File: config.mk
export PLATFORM = sky130hd
export DESIGN_NAME = geri_yazma_birimi
export DESIGN_NICKNAME = d
export VERILOG_FILES = /design/src/rtl/sabitler_pkg.sv /design/src/rtl/coz_pkg.sv /design/src/rtl/oncelik_hakemi.sv /design/src/rtl/geri_yazma_birimi.sv
export SDC_FILE = /design/constraint.sdc
export NUM_CORES = 1
export LEC_CHECK = 0
export ABC_CLOCK_PERIOD_IN_PS = 2700
export CORE_MARGIN = 4
export CORE_UTILIZATION = 37
export CTS_BUF_LIST = sky130_fd_sc_hd__clkbuf_2 sky130_fd_sc_hd__clkbuf_4 sky130_fd_sc_hd__clkbuf_8
export DETAILED_ROUTE_END_ITERATION = 7
export PLACE_DENSITY_LB_ADDON = 0.2
export SKIP_CTS_REPAIR_TIMING = 1
export SYNTH_ARGS = -nofsm -noshare
export SYNTH_HDL_FRONTEND = slang
export SYNTH_SLANG_ARGS = --single-unit
File: constraint.sdc
create_clock -name clk_i -period 2.7 [get_ports clk_i]
set_clock_uncertainty 0.2 [all_clocks]
set_input_delay 0.405 -clock clk_i [delete_from_list [all_inputs] [get_ports clk_i]]
set_output_delay 0.405 -clock clk_i [all_outputs]
set_load 0.005 [all_outputs]
File: src/rtl/sabitler_pkg.sv
// Processor-wide constants shared by every pipeline stage.
package sabitler_pkg;

    localparam int unsigned SOZCUK_GENISLIGI = 32;
    localparam int unsigned REGISTER_SAYISI  = 32;

endpackage

File: src/rtl/coz_pkg.sv
// Writeback request type shared by the execution units and geri_yazma_birimi.
package coz_pkg;

    import sabitler_pkg::*;

    localparam int unsigned RD_GENISLIGI = $clog2(REGISTER_SAYISI);

    // One completed result waiting for the register-file write port
    typedef struct packed {
        logic [RD_GENISLIGI-1:0]     rd;
        logic [SOZCUK_GENISLIGI-1:0] veri;
        logic                        fp;
    } geri_yazma_istek_t;

endpackage

File: src/rtl/oncelik_hakemi.sv
// Single-grant arbiter: search starts at isaretci_i and wraps modulo
// KAYNAK_SAYISI. With isaretci_i tied to 0 it is a plain lowest-index-wins
// priority encoder.
module oncelik_hakemi #(
    parameter  int unsigned KAYNAK_SAYISI = 4,
    localparam int unsigned ISARETCI_GEN  = (KAYNAK_SAYISI > 1) ? $clog2(KAYNAK_SAYISI) : 1
) (
    input  logic [KAYNAK_SAYISI-1:0] gecerli_i,
    input  logic [ISARETCI_GEN-1:0]  isaretci_i,
    output logic [KAYNAK_SAYISI-1:0] hak_o
);

    logic w_bulundu;

    // First valid source at or after the pointer gets the one-hot grant
    always_comb begin
        hak_o     = '0;
        w_bulundu = 1'b0;
        for (int unsigned k = 0; k < KAYNAK_SAYISI; k++) begin
            for (int unsigned j = 0; j < KAYNAK_SAYISI; j++) begin
                if (!w_bulundu && gecerli_i[j] &&
                    (j == ((32'(isaretci_i) + k) % KAYNAK_SAYISI))) begin
                    hak_o[j]  = 1'b1;
                    w_bulundu = 1'b1;
                end
            end
        end
    end

endmodule

File: src/rtl/geri_yazma_birimi.sv
// Writeback stage: arbitrates execution-unit results onto the single
// register-file write port, one registered write per cycle.
// GERI_YAZMA_RR_EN defined selects round-robin; otherwise fixed priority.
module geri_yazma_birimi
    import sabitler_pkg::*;
    import coz_pkg::*;
#(
    parameter int unsigned KAYNAK_SAYISI = 4
) (
    input  logic                                         clk_i,
    input  logic                                         rstn_i,
    input  logic [KAYNAK_SAYISI-1:0]                     kaynak_gecerli_i,
    output logic [KAYNAK_SAYISI-1:0]                     kaynak_hazir_o,
    input  logic [KAYNAK_SAYISI-1:0][RD_GENISLIGI-1:0]   kaynak_rd_i,
    input  logic [KAYNAK_SAYISI-1:0][SOZCUK_GENISLIGI-1:0] kaynak_veri_i,
    input  logic [KAYNAK_SAYISI-1:0]                     kaynak_fp_i,
    output logic [RD_GENISLIGI-1:0]                      rd_o,
    output logic [SOZCUK_GENISLIGI-1:0]                  rd_veri_o,
    output logic                                         rd_yaz_o,
    output logic                                         rd_fp_yaz_o,
    output logic                                         bosta_o
);

    localparam int unsigned ISARETCI_GEN = (KAYNAK_SAYISI > 1) ? $clog2(KAYNAK_SAYISI) : 1;

    geri_yazma_istek_t               w_istek [KAYNAK_SAYISI];
    geri_yazma_istek_t               w_secilen;
    logic [KAYNAK_SAYISI-1:0]        w_hak;
    logic [ISARETCI_GEN-1:0]         w_isaretci;
    logic                            w_transfer;
    logic                            w_x0_yazma;

    logic [RD_GENISLIGI-1:0]         r_rd;
    logic [SOZCUK_GENISLIGI-1:0]     r_veri;
    logic                            r_yaz;
    logic                            r_fp;

    // Gather the flat source ports into request structs
    always_comb begin
        for (int unsigned i = 0; i < KAYNAK_SAYISI; i++) begin
            w_istek[i].rd   = kaynak_rd_i[i];
            w_istek[i].veri = kaynak_veri_i[i];
            w_istek[i].fp   = kaynak_fp_i[i];
        end
    end

    oncelik_hakemi #(
        .KAYNAK_SAYISI(KAYNAK_SAYISI)
    ) u_hakem (
        .gecerli_i  (kaynak_gecerli_i),
        .isaretci_i (w_isaretci),
        .hak_o      (w_hak)
    );

    // No grant is offered while reset is held, so nothing is freed then
    assign kaynak_hazir_o = rstn_i ? w_hak : '0;
    assign w_transfer     = |(kaynak_gecerli_i & kaynak_hazir_o);

    // Select the granted request for the output register
    always_comb begin
        w_secilen = '0;
        for (int unsigned i = 0; i < KAYNAK_SAYISI; i++) begin
            if (w_hak[i]) begin
                w_secilen = w_istek[i];
            end
        end
    end

    // Integer x0 is architecturally zero: complete the handshake, suppress the write
    assign w_x0_yazma = !w_secilen.fp && (w_secilen.rd == '0);

    // Output register driving the register-file write port and bypass
    always_ff @(posedge clk_i or negedge rstn_i) begin
        if (!rstn_i) begin
            r_rd   <= '0;
            r_veri <= '0;
            r_yaz  <= 1'b0;
            r_fp   <= 1'b0;
        end else begin
            r_yaz <= w_transfer && !w_x0_yazma;
            if (w_transfer) begin
                r_rd   <= w_secilen.rd;
                r_veri <= w_secilen.veri;
                r_fp   <= w_secilen.fp;
            end
        end
    end

`ifdef GERI_YAZMA_RR_EN
    logic [ISARETCI_GEN-1:0] r_isaretci;
    logic [ISARETCI_GEN-1:0] w_hak_idx;

    // Encode the one-hot grant back to an index
    always_comb begin
        w_hak_idx = '0;
        for (int unsigned i = 0; i < KAYNAK_SAYISI; i++) begin
            if (w_hak[i]) begin
                w_hak_idx = ISARETCI_GEN'(i);
            end
        end
    end

    // Pointer moves to the slot after the grantee, only on a transfer
    always_ff @(posedge clk_i or negedge rstn_i) begin
        if (!rstn_i) begin
            r_isaretci <= '0;
        end else if (w_transfer) begin
            r_isaretci <= (w_hak_idx == ISARETCI_GEN'(KAYNAK_SAYISI - 1)) ? '0
                                                                          : w_hak_idx + 1'b1;
        end
    end

    assign w_isaretci = r_isaretci;
`else
    assign w_isaretci = '0;
`endif

    assign rd_o        = r_rd;
    assign rd_veri_o   = r_veri;
    assign rd_yaz_o    = r_yaz;
    assign rd_fp_yaz_o = r_fp;
    assign bosta_o     = !(|kaynak_gecerli_i) && !r_yaz;

endmodule

After elaboration in Yosys (flattened, before gate mapping). Cells that the tools add are included.

Mux-type cells: 11. Bitwise operators: 1. Reductions and logical operators: 16.

Operator list (count): 38-bit two-way mux (4); 4-bit OR reduction (2); 1-bit zero test (7); 1-bit logical AND (6); 1-bit two-way mux (6); 5-bit zero test (1); 4-bit bitwise AND (1); 4-bit two-way mux (1).

Flip-flop bits (word level): 39. Input port bits: 158. Output and inout port bits: 44. Logic and storage cells: 32.

Longest topological paths before layout.
Depth after elaboration: 15. Gate-level depth with buffers: 7. Mapped depth without buffers: 5.

Cells and area by module. From an unflattened synthesis, not the netlist that was laid out.

Cell total of the unflattened synthesis: 336. Area, all modules: 2788.9 um^2.

By module, submodules not included: geri_yazma_birimi (instances 1, cells each 319, area an instance 2686.3 um^2, sequential area each 975.9 um^2); oncelik_hakemi (instances 1, cells each 17, area an instance 102.6 um^2, sequential area each 0.0 um^2).

Worst setup path after synthesis. Ideal clock, no wire load.

Path kind: input-to-output. Start: in kaynak_gecerli_i[0]. End: out kaynak_hazir_o[3]. Arrival: 1.354 ns. Required time: 2.095 ns. Path slack: 0.741 ns. Stages on the path: 5. Buffers on the path: 3. Cells stage by stage: buf_4 -> nor4b_2 -> buf_2 -> buf_2 -> and2_1.

Longest elaborated chain between the ends: 11.

RTL lines: start, declared (line geri_yazma_birimi.sv:12) `input logic [KAYNAK_SAYISI-1:0] kaynak_gecerli_i,`; 1-bit two-way mux (*) (line oncelik_hakemi.sv:21) `if (!w_bulundu && gecerli_i[j] &&`; 1-bit zero test; 1-bit logical AND; 1-bit two-way mux (*) (line oncelik_hakemi.sv:21); 1-bit zero test; 1-bit logical AND; 1-bit two-way mux (*) (line oncelik_hakemi.sv:21); 1-bit zero test (*) (line oncelik_hakemi.sv:21); 1-bit logical AND (*) (line oncelik_hakemi.sv:21); 1-bit two-way mux (*) (line oncelik_hakemi.sv:21); 4-bit two-way mux (*) (line geri_yazma_birimi.sv:56) `assign kaynak_hazir_o = rstn_i ? w_hak : '0;`; end, declared (line geri_yazma_birimi.sv:13) `output logic [KAYNAK_SAYISI-1:0] kaynak_hazir_o,`.

Every way passes the cells marked *; elsewhere a longest branch is shown, timed or not.

Worst setup path in the final report.
Start: in kaynak_gecerli_i[2]. End: out kaynak_hazir_o[3].

Longest elaborated chain between the ends: 6.

RTL lines (line): 1-bit logical AND; 1-bit two-way mux (oncelik_hakemi.sv:21); 1-bit zero test (oncelik_hakemi.sv:21); 1-bit logical AND (oncelik_hakemi.sv:21); 1-bit two-way mux (oncelik_hakemi.sv:21); 4-bit two-way mux (geri_yazma_birimi.sv:56).

Every way passes these cells.

==> out/results.tsv <==
metric	value	unit
status	completed	
startpoint_type	primary input	
worstMarginPinSlew	433	ps
maxSlewHeadroom	0.711	
ys_seq_elements	39	
final.period_utilization	0.976	
ir_drop	292	µV
antenna_found_initial	0	
syn_nets	478	
synth_most_common_cell	nand2_1	
final_nets	666	
h-tree-depth	2	
yosys_most_used_dff	dfrtp_1	
overflow	0	
multi_input_comb_area	1460	µm²
post-place-cells	596	
stdcell_area	4800	µm²
setup_viol	0	
place_area	4670	µm²
clock_sinks	39	
grt_setup_unrepaired	no	
die_area	8480	µm²
synth_edf_count	0	
required	2100	ps
grt_pass1_vias	3240	
critical_path_class	primary input to primary output	
dr.pass1.iters	4	
cts_buffers	5	
yosysWarnings	0	
drt_iter0_markers	117	
syn_avg_cell_area	8.18	µm²
regArea	976	µm²
synth_area_leaders	dfrtp_1, a221oi_1, nand2_1	
via_count	3184	
via_per_inst	5.26	
cts-root-buf	clkbuf_8	
synth_top_area_frac	0.373	
rows	30	
die_y	92.1	µm
core_area	6830	µm²
place.gp.congestion	0.885	
fin_crit	2640	ps
hold_violations	0	
die_w	92.1	µm
grt_pass1_wl	16.3	mm
fmax	379	MHz
cp.arrival	2030	ps
detail-route-antenna-nets	0	
initial_core_util	0.383	
clk_pin_slew_worst_paths	80	ps
grt_util_all_layers	0.239	
hp-class	register to register	
cp_max_fo	19	
nFillCells	583	
drt-wirelength-per-cell	17.1	µm
yosys.area.top_type	dfrtp_1	
p_leak	1.87	nW
port_buffers	201	
clockBufferDepth	2	
maxCapViolCount	0	
diodes	0	
io_pins	202	
syn_area	2620	µm²
end_kind	primary output	
synth_commonest_cells	nand2_1, dfrtp_1, a21oi_1	
ys_types	28	
synth_sequential_area_ratio	0.373	
drive_above_1_share	0.0550	
final_max_slew_viol_count	0	
routed_wl	10.4	mm
cts_tree	done	
clock_latency	290	ps
syn_to_final_growth	83.5	%
fin_cells	605	
synth_cells	320	
async_flop_share	1.00	
drc	0	
power.density	388	nW/µm²
grt_max_degree	45	
dp_hpwl	8.07	mm
## path summary, 6_finish.rpt
check | startpoint | to | slack [ps] | cells after the start
setup reg to reg | rd_o[2] | rd_o[2] | 1710 | 1
setup / recovery | kaynak_gecerli_i[2] | kaynak_hazir_o[3] | 60 | 5
max in group asynchronous | rstn_i | rd_o[1] | 1460 | 3
hold reg to reg | rd_o[0] | rd_o[0] | 280 | 2
hold / removal | rd_o[0] | rd_o[0] | 280 | 2
min in group asynchronous | rstn_i | rd_fp_yaz_o | 340 | 2
## worst max-delay path, cell delays in order
cell,delay [ps]
clkdlybuf4s50_1,440
buf_4,230
nor4b_4,300
and2_1,160
clkdlybuf4s50_1,500
## power by group
part | switching, mW | internal, mW
Sequential | 0.0380 | 0.657
Combinational | 0.246 | 0.433
Clock | 0.216 | 0.275
Total | 0.500 | 1.36
## flip-flops by register name, indices dropped and copies added, names as in the netlist
signal	cells
rd_veri_o	32
rd_o	5
rd_fp_yaz_o	1
rd_yaz_o	1
## routing by layer
metal	up-vias	wire, µm	share of wire	global-route usage
li1	1553	-	-	-
met1	1489	4080	0.39	0.281
met2	127	5420	0.52	0.434
met3	15	693	0.067	0.0541
met4	0	170	0.016	0.0644
met5	-	0	0	0
## cell families after synthesis
kind of cell / after synthesis / synth area share
multiplexers: 4 / 0.0172
flip-flops: 39 / 0.373
buffers and inverters: 34 / 0.0751
AND/OR/NAND/NOR: 127 / 0.257
AO/OA/AOI/OAI: 116 / 0.277
## metrics by stage
stage / util / hold slack, ps / TNS [ps] / setup WS, ps / power [mW]
finish: 0.703 / 284 / 0 / 64.3 / 1.86
global route: 0.703 / 314 / 0 / 4.36 / 1.96
CTS: 0.700 / -256 / -13.1 / -13.1 / 1.88
detailed placement: 0.684 / 62.0 / -0.466 / -0.466 / 1.39
global placement: 0.684 / 60.9 / 0 / 29.0 / 1.37
floorplan: - / -90.6 / 0 / 741 / 0.928
## area by class of cell
cell class,instances,share of cell area
multi-input cells,247,0.304
repair buffers,215,0.444
clock inverters,3,0.00912
well taps,96,0.0250
clock buffers,5,0.0143
flip-flops and latches,39,0.203
## placed cells by master (no fill, tap or decap), types with 2 or more instances in the layout
master           instances
mux2_1                   3
and2_1                   2
o21ai_1                 36
o221ai_1                 2
nor4bb_1                 2
nor2_1                   3
buf_12                   2
nor3_1                   2
and3b_1                  3
clkbuf_8                 5
o21ai_0                  3
a22oi_1                  3
a21oi_1                 37
nand4bb_1                2
nand3b_1                33
dfrtp_1                 39
nand2_1                 75
a221oi_1                33
buf_2                    3
buf_4                   11
clkdlybuf4s50_1        197
(Power assumes the default switching activity.)
